$ cat config.mk
export PLATFORM = sky130hd
export DESIGN_NAME = mem_byte_sequencer
export DESIGN_NICKNAME = d
export VERILOG_FILES = /design/src/rtl/mem_byte_sequencer.sv
export SDC_FILE = /design/constraint.sdc
export NUM_CORES = 1
export LEC_CHECK = 0
export BUFFER_PORTS_ARGS = -buffer_cell sky130_fd_sc_hd__buf_2
export CAP_MARGIN = 20
export CORE_MARGIN = 2
export CORE_UTILIZATION = 50
export CTS_CLUSTER_DIAMETER = 150
export CTS_CLUSTER_SIZE = 25
export DETAILED_ROUTE_END_ITERATION = 16
export PLACE_DENSITY = 0.85
export SLEW_MARGIN = 25
export SYNTH_ARGS = -nofsm -noshare
export SYNTH_HDL_FRONTEND = slang
export SYNTH_SLANG_ARGS = --single-unit
$ cat constraint.sdc
create_clock -name clk -period 4.1 [get_ports clk]
set_input_delay 0.82 -clock clk [delete_from_list [all_inputs] [get_ports clk]]
set_output_delay 0.82 -clock clk [all_outputs]
set_load 0.1 [all_outputs]
$ cat src/rtl/mem_byte_sequencer.sv
// Byte-serial load/store sequencer: splits RISC-V LB/LH/LW/LBU/LHU/SB/SH/SW into single-byte memory cycles.
// Optional macro MISALIGN_TRAP_EN: misaligned halfword/word requests complete at once with rsp_err=1.
module mem_byte_sequencer #(
    parameter int ADDR_W = 6
) (
    input  logic              clk,
    input  logic              rst,
    input  logic              req_valid,
    output logic              req_ready,
    input  logic              req_read,
    input  logic              req_write,
    input  logic [2:0]        req_f3,
    input  logic [ADDR_W-1:0] req_addr,
    input  logic [31:0]       req_wdata,
    output logic              rsp_done,
    output logic [31:0]       rsp_rdata,
    output logic              rsp_err,
    output logic              busy,
    output logic [ADDR_W-1:0] mem_addr,
    output logic              mem_we,
    output logic              mem_re,
    output logic [7:0]        mem_wdata,
    input  logic [7:0]        mem_rdata
);

    typedef enum logic [1:0] {S_IDLE, S_ACCESS, S_DONE} state_e;

    state_e            state_q, state_d;
    logic [1:0]        cnt_q, cnt_d;
    logic              write_q, write_d;
    logic              err_q, err_d;
    logic [2:0]        f3_q, f3_d;
    logic [ADDR_W-1:0] addr_q, addr_d;
    logic [31:0]       wdata_q, wdata_d;
    logic [31:0]       asm_q, asm_d;

    logic is_wr, is_rd, legal, trap;

    function automatic logic [1:0] last_idx(input logic [2:0] f3);
        case (f3[1:0])
            2'b00:   last_idx = 2'd0;
            2'b01:   last_idx = 2'd1;
            default: last_idx = 2'd3;
        endcase
    endfunction

    function automatic logic [31:0] load_ext(input logic [2:0] f3, input logic [31:0] a);
        case (f3)
            3'b000:  load_ext = {{24{a[7]}}, a[7:0]};
            3'b001:  load_ext = {{16{a[15]}}, a[15:0]};
            3'b100:  load_ext = {24'd0, a[7:0]};
            3'b101:  load_ext = {16'd0, a[15:0]};
            default: load_ext = a;
        endcase
    endfunction

    // Store wins over load; unsigned loads have no store counterpart.
    assign is_wr = req_write;
    assign is_rd = req_read & ~req_write;
    always_comb begin
        legal = 1'b0;
        if (is_wr)
            legal = (req_f3 == 3'b000) || (req_f3 == 3'b001) || (req_f3 == 3'b010);
        else if (is_rd)
            legal = (req_f3 == 3'b000) || (req_f3 == 3'b001) || (req_f3 == 3'b010) ||
                    (req_f3 == 3'b100) || (req_f3 == 3'b101);
    end

`ifdef MISALIGN_TRAP_EN
    assign trap = legal & (((req_f3[1:0] == 2'b01) && req_addr[0]) ||
                           ((req_f3[1:0] == 2'b10) && (req_addr[1:0] != 2'b00)));
`else
    assign trap = 1'b0;
`endif

    always_ff @(posedge clk or negedge rst) begin
        if (!rst) begin
            state_q <= S_IDLE;
            cnt_q   <= 2'd0;
            write_q <= 1'b0;
            err_q   <= 1'b0;
        end else begin
            state_q <= state_d;
            cnt_q   <= cnt_d;
            write_q <= write_d;
            err_q   <= err_d;
        end
    end

    // Datapath holding registers; only observed through state-gated outputs.
    always_ff @(posedge clk) begin
        f3_q    <= f3_d;
        addr_q  <= addr_d;
        wdata_q <= wdata_d;
        asm_q   <= asm_d;
    end

    always_comb begin
        state_d   = state_q;
        cnt_d     = cnt_q;
        write_d   = write_q;
        err_d     = err_q;
        f3_d      = f3_q;
        addr_d    = addr_q;
        wdata_d   = wdata_q;
        asm_d     = asm_q;
        req_ready = 1'b0;
        rsp_done  = 1'b0;
        rsp_rdata = 32'd0;
        rsp_err   = 1'b0;
        mem_addr  = '0;
        mem_we    = 1'b0;
        mem_re    = 1'b0;
        mem_wdata = 8'd0;
        case (state_q)
            S_IDLE: begin
                req_ready = 1'b1;
                if (req_valid) begin
                    f3_d    = req_f3;
                    addr_d  = req_addr;
                    wdata_d = req_wdata;
                    asm_d   = 32'd0;
                    write_d = is_wr;
                    cnt_d   = 2'd0;
                    err_d   = trap;
                    state_d = (legal && !trap) ? S_ACCESS : S_DONE;
                end
            end
            S_ACCESS: begin
                mem_addr = addr_q + ADDR_W'(cnt_q);
                if (write_q) begin
                    mem_we    = 1'b1;
                    mem_wdata = wdata_q[8*cnt_q +: 8];
                end else begin
                    mem_re = 1'b1;
                    asm_d[8*cnt_q +: 8] = mem_rdata;
                end
                cnt_d = cnt_q + 2'd1;
                if (cnt_q == last_idx(f3_q))
                    state_d = S_DONE;
            end
            S_DONE: begin
                rsp_done  = 1'b1;
                rsp_rdata = write_q ? 32'd0 : load_ext(f3_q, asm_q);
                rsp_err   = err_q;
                state_d   = S_IDLE;
            end
            default: state_d = S_IDLE;
        endcase
    end

    assign busy = (state_q != S_IDLE);

endmodule

After elaboration in Yosys (flattened, before gate mapping)
Index checks and enable logic that the tools add are counted.

Memories kept: 0. Bits of input ports: 54. Memory bits (writable): 0. Bits in registers: 78. Output and inout bits: 52. Latch bits: 0. Logic and storage cells: 69. Bits in read-only memories: 0.

Divide/modulo/power cells: 0. Multiplexer cells: 26. Multiply operators: 0. Magnitude comparators: 0. $add $sub $neg: 3. Shift-type cells: 3. Equality and inequality tests: 14. Reduce and logical (&&, ||, !) cells: 14. Bitwise gates (word level): 2.

Operators with widths (number): 32-bit 2-to-1 mux (4); 32-bit case mux with 4 select lines (1); 32-bit case mux with 2 select lines (1); 5-bit negator with 34-bit output (1); 8-bit by 34-bit variable shift with 32-bit output (first input constant) (1); 8-bit by 34-bit variable part select with 32-bit output (1); 32-bit bitwise mux (1); 32-bit by 6-bit variable part select with 8-bit output (1); 8-bit 2-to-1 mux (2); 3-bit == test (second input constant) (4); 2-bit case mux with 2 select lines (3); 2-bit 2-to-1 mux (5); 1-bit 2-to-1 mux (8); 6-bit by 2-bit adder with 6-bit output (1); 3-bit by 1-bit == test with 1-bit output (second input constant) (2); 3-bit zero test (2); 6-bit 2-to-1 mux (1); 2-bit != test (second input constant) (3); 2-bit AND reduction (3); 2-bit by 1-bit == test with 1-bit output (second input constant) (2); 2-bit zero test (2); 1-bit logical OR (4); 2-bit nonzero test (2); 3-bit by 2-bit == test with 1-bit output (second input constant) (1); other kinds (6) (6).

Logic depth before layout (Yosys ltp)
Depth in word-level cells: 10. Gate-level depth with buffers: 8. Depth with buffers taken out: 5.

Worst setup path after synthesis
OpenSTA, ideal clock, no wires.

Kind: reg2out. From: register state_q[0]. To: output port rsp_rdata[16]. Cell stages (with the launch flop): 6. Setup slack: 0.125 ns. Required time: 3.280 ns. Arrival time: 3.155 ns. Buffers on the path: 2. Cell sequence: dfrtp_1 > and2b_1 > nand2b_1 > buf_2 > buf_2 > a21oi_1.

Word-level cells in the longest chain between the ends: 2.

RTL lines: from (decl) (RTL line 28) `state_e state_q, state_d;`; from (signal assigned) (RTL line 83) `state_q <= state_d;`; 2-bit == test (RTL line 115) `case (state_q)`; 32-bit 2-to-1 mux (RTL line 115); to (decl) (RTL line 16) `output logic [31:0] rsp_rdata,`.

Every way passes these cells.

Worst setup path in the final report
From: register f3_q[1]. To: output port rsp_rdata[30].

Word-level cells in the longest chain between the ends: 4.

RTL lines: from (decl) (RTL line 32) `logic [2:0] f3_q, f3_d;`; from (signal assigned) (RTL line 92) `f3_q <= f3_d;`; 3-bit == test, or another cell as far along (RTL line 48) `case (f3)`; 32-bit case mux with 4 select lines (*) (RTL line 48); 32-bit 2-to-1 mux (*) (RTL line 144) `rsp_rdata = write_q ? 32'd0 : load_ext(f3_q, asm_q);`; 32-bit 2-to-1 mux (*) (RTL line 115).

Every way passes the cells marked *; elsewhere a longest branch is shown, timed or not.

==> impl_results.md <==
- Status: finished clean
- Worst clock skew: 0.00692 ns
- Slew Limit Fails: 0
- Switching power: 0.00184 W
- Highest routed layer: met4
- CP Class: reg2out
- PD cells: 792 mW/mm^2
- Initial antenna violation count: 0
- Synthesized area per cell: 11.9 um^2
- Combinational share of power: 49.4%
- Synth Cell Area: 0.00398 mm^2
- DRT Wirelength: 8.45 mm
- Final net count: 497
- WP data required: 3.28 ns
- Util after Layout: 61.5%
- Clk buf depth: 2
- Crit-path max FO: 25
- Setup crit start kind: register
- Max Freq: 309 MHz
- Finish-stage setup viols: 0
- Final period util: 78.9%
- Synth async-reset ratio: 6.41%
- RSZ-0062 raised after global routing: false
- Post-layout min period: 3.24 ns
- Placed Instances: 526
- Layout cells sized above 1: 36.4%
- Total GRT Usage: 20.7%
- Drt wl/cell: 15.6 um
- Hold-fix buffers, CTS: 0
- Port Buffer Count: 104
- Crit path arrival time: 2.42 ns
- Grt ovf: 0
- Critical Path Sink Type: output pin
- Total number of vias: 2865
- Clock Sinks: 78
- Clock share of power: 15.0%
- Die area: 0.00870 mm^2
- Int Power: 0.00192 W
- Final HPWL DP: 6.00 mm
- Post-cts resize count: 0
- First-pass GRT wire length: 13.8 mm
- Initial Util: 51.6%
- Leakage: 1.94 nW
- Post-route ant nets: 0
- Clk slew on worst S/H paths: 0.08 ns
- Syn-to-layout area delta: 19.3%
- GPL Wtd Cong: 0.816
- Mapped Cells: 334
- Num rows: 32
- Library cells used by synthesis: 39
- DRC errors left: 0
- Maximum vdd drop: 317 uV
- H-tree depth: 3
- Synthesized flop and latch total: 78
- Inserted Clock Buffers: 9
- Die Wd: 93.3 um
- CTS tree: done
- Slew @ Worst Pin: 0.884 ns
- Worst Hold Class: in2async
- Die extent in y: 93.3 um
- Met3 wire length: 731 um
- Synthesis warning total: 0
- Met2 wire len: 4.10 mm
- Final Hold Vio Count: 0
- Sequential power share: 35.6%
- Reg area: 0.00232 mm^2
- Met1 WL: 3.42 mm
- Total setup buffers inserted after CTS: 0
- Area taken by multi-input logic gates: 0.00149 mm^2
- Final non-filler cell total: 542
- Final TNS setup: 0 ns
- Top_reg_cell synth: edfxtp_1
- Number of global-route vias before repair: 2842
- ANT cells: 0
- Seq/Total Area, Yosys: 58.2%
- Syn nets: 396
- Num ports: 106
- Violation count after the first detailed-route iteration: 145
- Switching Fraction: 48.9%
- Count of flip-flops with a built-in enable after synthesis: 73
- Slew margin rel.: 41.0%
- Max-Cap Viols: 0
- DRT Pass-1 Iters: 4
- Via density: 5.29
- Largest net degree at the start of global routing: 39
- Root buf cell: clkbuf_8
- Clock latency at the later pin of the worst-skew pair: 0.35 ns
- FILL cells: 622
- Core Region: 0.00773 mm^2
-- worst max-delay path, cell delays in order (launching register included) --
cell	delay (ns)
edfxtp_1	0.43
buf_4	0.24
or3_1	0.71
a21oi_2	0.24
buf_2	0.44
-- power groups by stage --
stage / sequential (W) / clock (W) / combinational [W]
after CTS: 0.00134 / 0.000577 / 0.00187
final: 0.00134 / 0.000566 / 0.00186
after detailed placement: 0.00135 / 0 / 0.00186
after global routing: 0.00137 / 0.000610 / 0.00199
after global placement: 0.00134 / 0 / 0.00184
after floorplan: 0.00130 / 0 / 0.00159
-- path summary, 6_finish.rpt --
path                       startpoint       endpoint  slack [ns]  depth (start not counted)
max                           f3_q[1]  rsp_rdata[30]        0.86                          4
min                               rst       cnt_q[1]        0.28                          1
max in group asynchronous         rst     state_q[1]        3.69                          1
min in group clk           state_q[1]     state_q[1]        0.55                          1
max reg2reg                  cnt_q[0]      asm_q[15]        2.13                          6
min reg2reg                state_q[1]     state_q[1]        0.55                          1
-- layout make-up --
class                      instances  area share [%]
sequential                        78            48.7
multi-input combinational        225            31.3
timing repair buffer             114            12.5
tap                              102            2.68
clock buffer                       9            2.61
clock inverter                     7            1.55
inverter                           7           0.553
-- routing by layer --
metal	global-route usage (%)	vias up
met1	26.5	1315
met2	33.8	141
met4	9.07	0
li1	-	1391
met5	0	-
met3	4.92	18
-- cell families after synthesis --
logic type      count (synthesis)  synth area share (%)
simple gates                  124                  16.4
compound gates                 79                  12.4
flops                          78                  58.2
buf+inv                        31                  4.52
mux                            10                  5.06
fa+ha+maj                       8                  2.70
xor+xnor                        3                 0.660
other cells                     1                0.0941
-- registers in the layout, summed over array words and instances, names as in the netlist --
name / flops
asm_q: 32
wdata_q: 32
addr_q: 6
f3_q: 3
cnt_q: 2
state_q: 2
write_q: 1
-- cell usage after synthesis (6+ instances only) --
| master | count | area [um^2] |
|---|---|---|
| buf_6 | 6 | 67.6 |
| edfxtp_1 | 73 | 2190 |
| mux4_2 | 8 | 180 |
| a21oi_1 | 42 | 210 |
| and3_1 | 8 | 50.1 |
| buf_2 | 9 | 45.0 |
| nor2b_1 | 35 | 219 |
| clkbuf_1 | 7 | 26.3 |
| inv_1 | 7 | 26.3 |
| o21ai_0 | 11 | 55.1 |
| and2_1 | 10 | 62.6 |
| a21oi_2 | 18 | 158 |
| nor2_1 | 38 | 143 |
| nand2_1 | 20 | 75.1 |
| ha_1 | 7 | 87.6 |
-- layout by cell type (no fill, tap or decap), types with 10 or more instances in the layout --
cell,count
buf_2,104
edfxtp_1,73
a21oi_1,42
nor2_1,37
nor2b_1,35
nand2_1,20
a21oi_2,18
o21ai_0,11
and2_1,10
buf_4,10
-- through the flow --
step | setup slack (ns) | cell area [um^2] | power [W] | hold slack [ns]
finish | 0.863 | 4750 | 0.00376 | 0.277
global route | 0.725 | 4750 | 0.00397 | 0.268
CTS | 0.829 | 4750 | 0.00378 | 0.271
detailed placement | 1.21 | 4560 | 0.00322 | 0.542
global placement | 1.25 | 4560 | 0.00317 | 0.527
floorplan | 0.125 | 3980 | 0.00289 | 0.485
No activity file was read; power rests on OpenSTA's default activity.
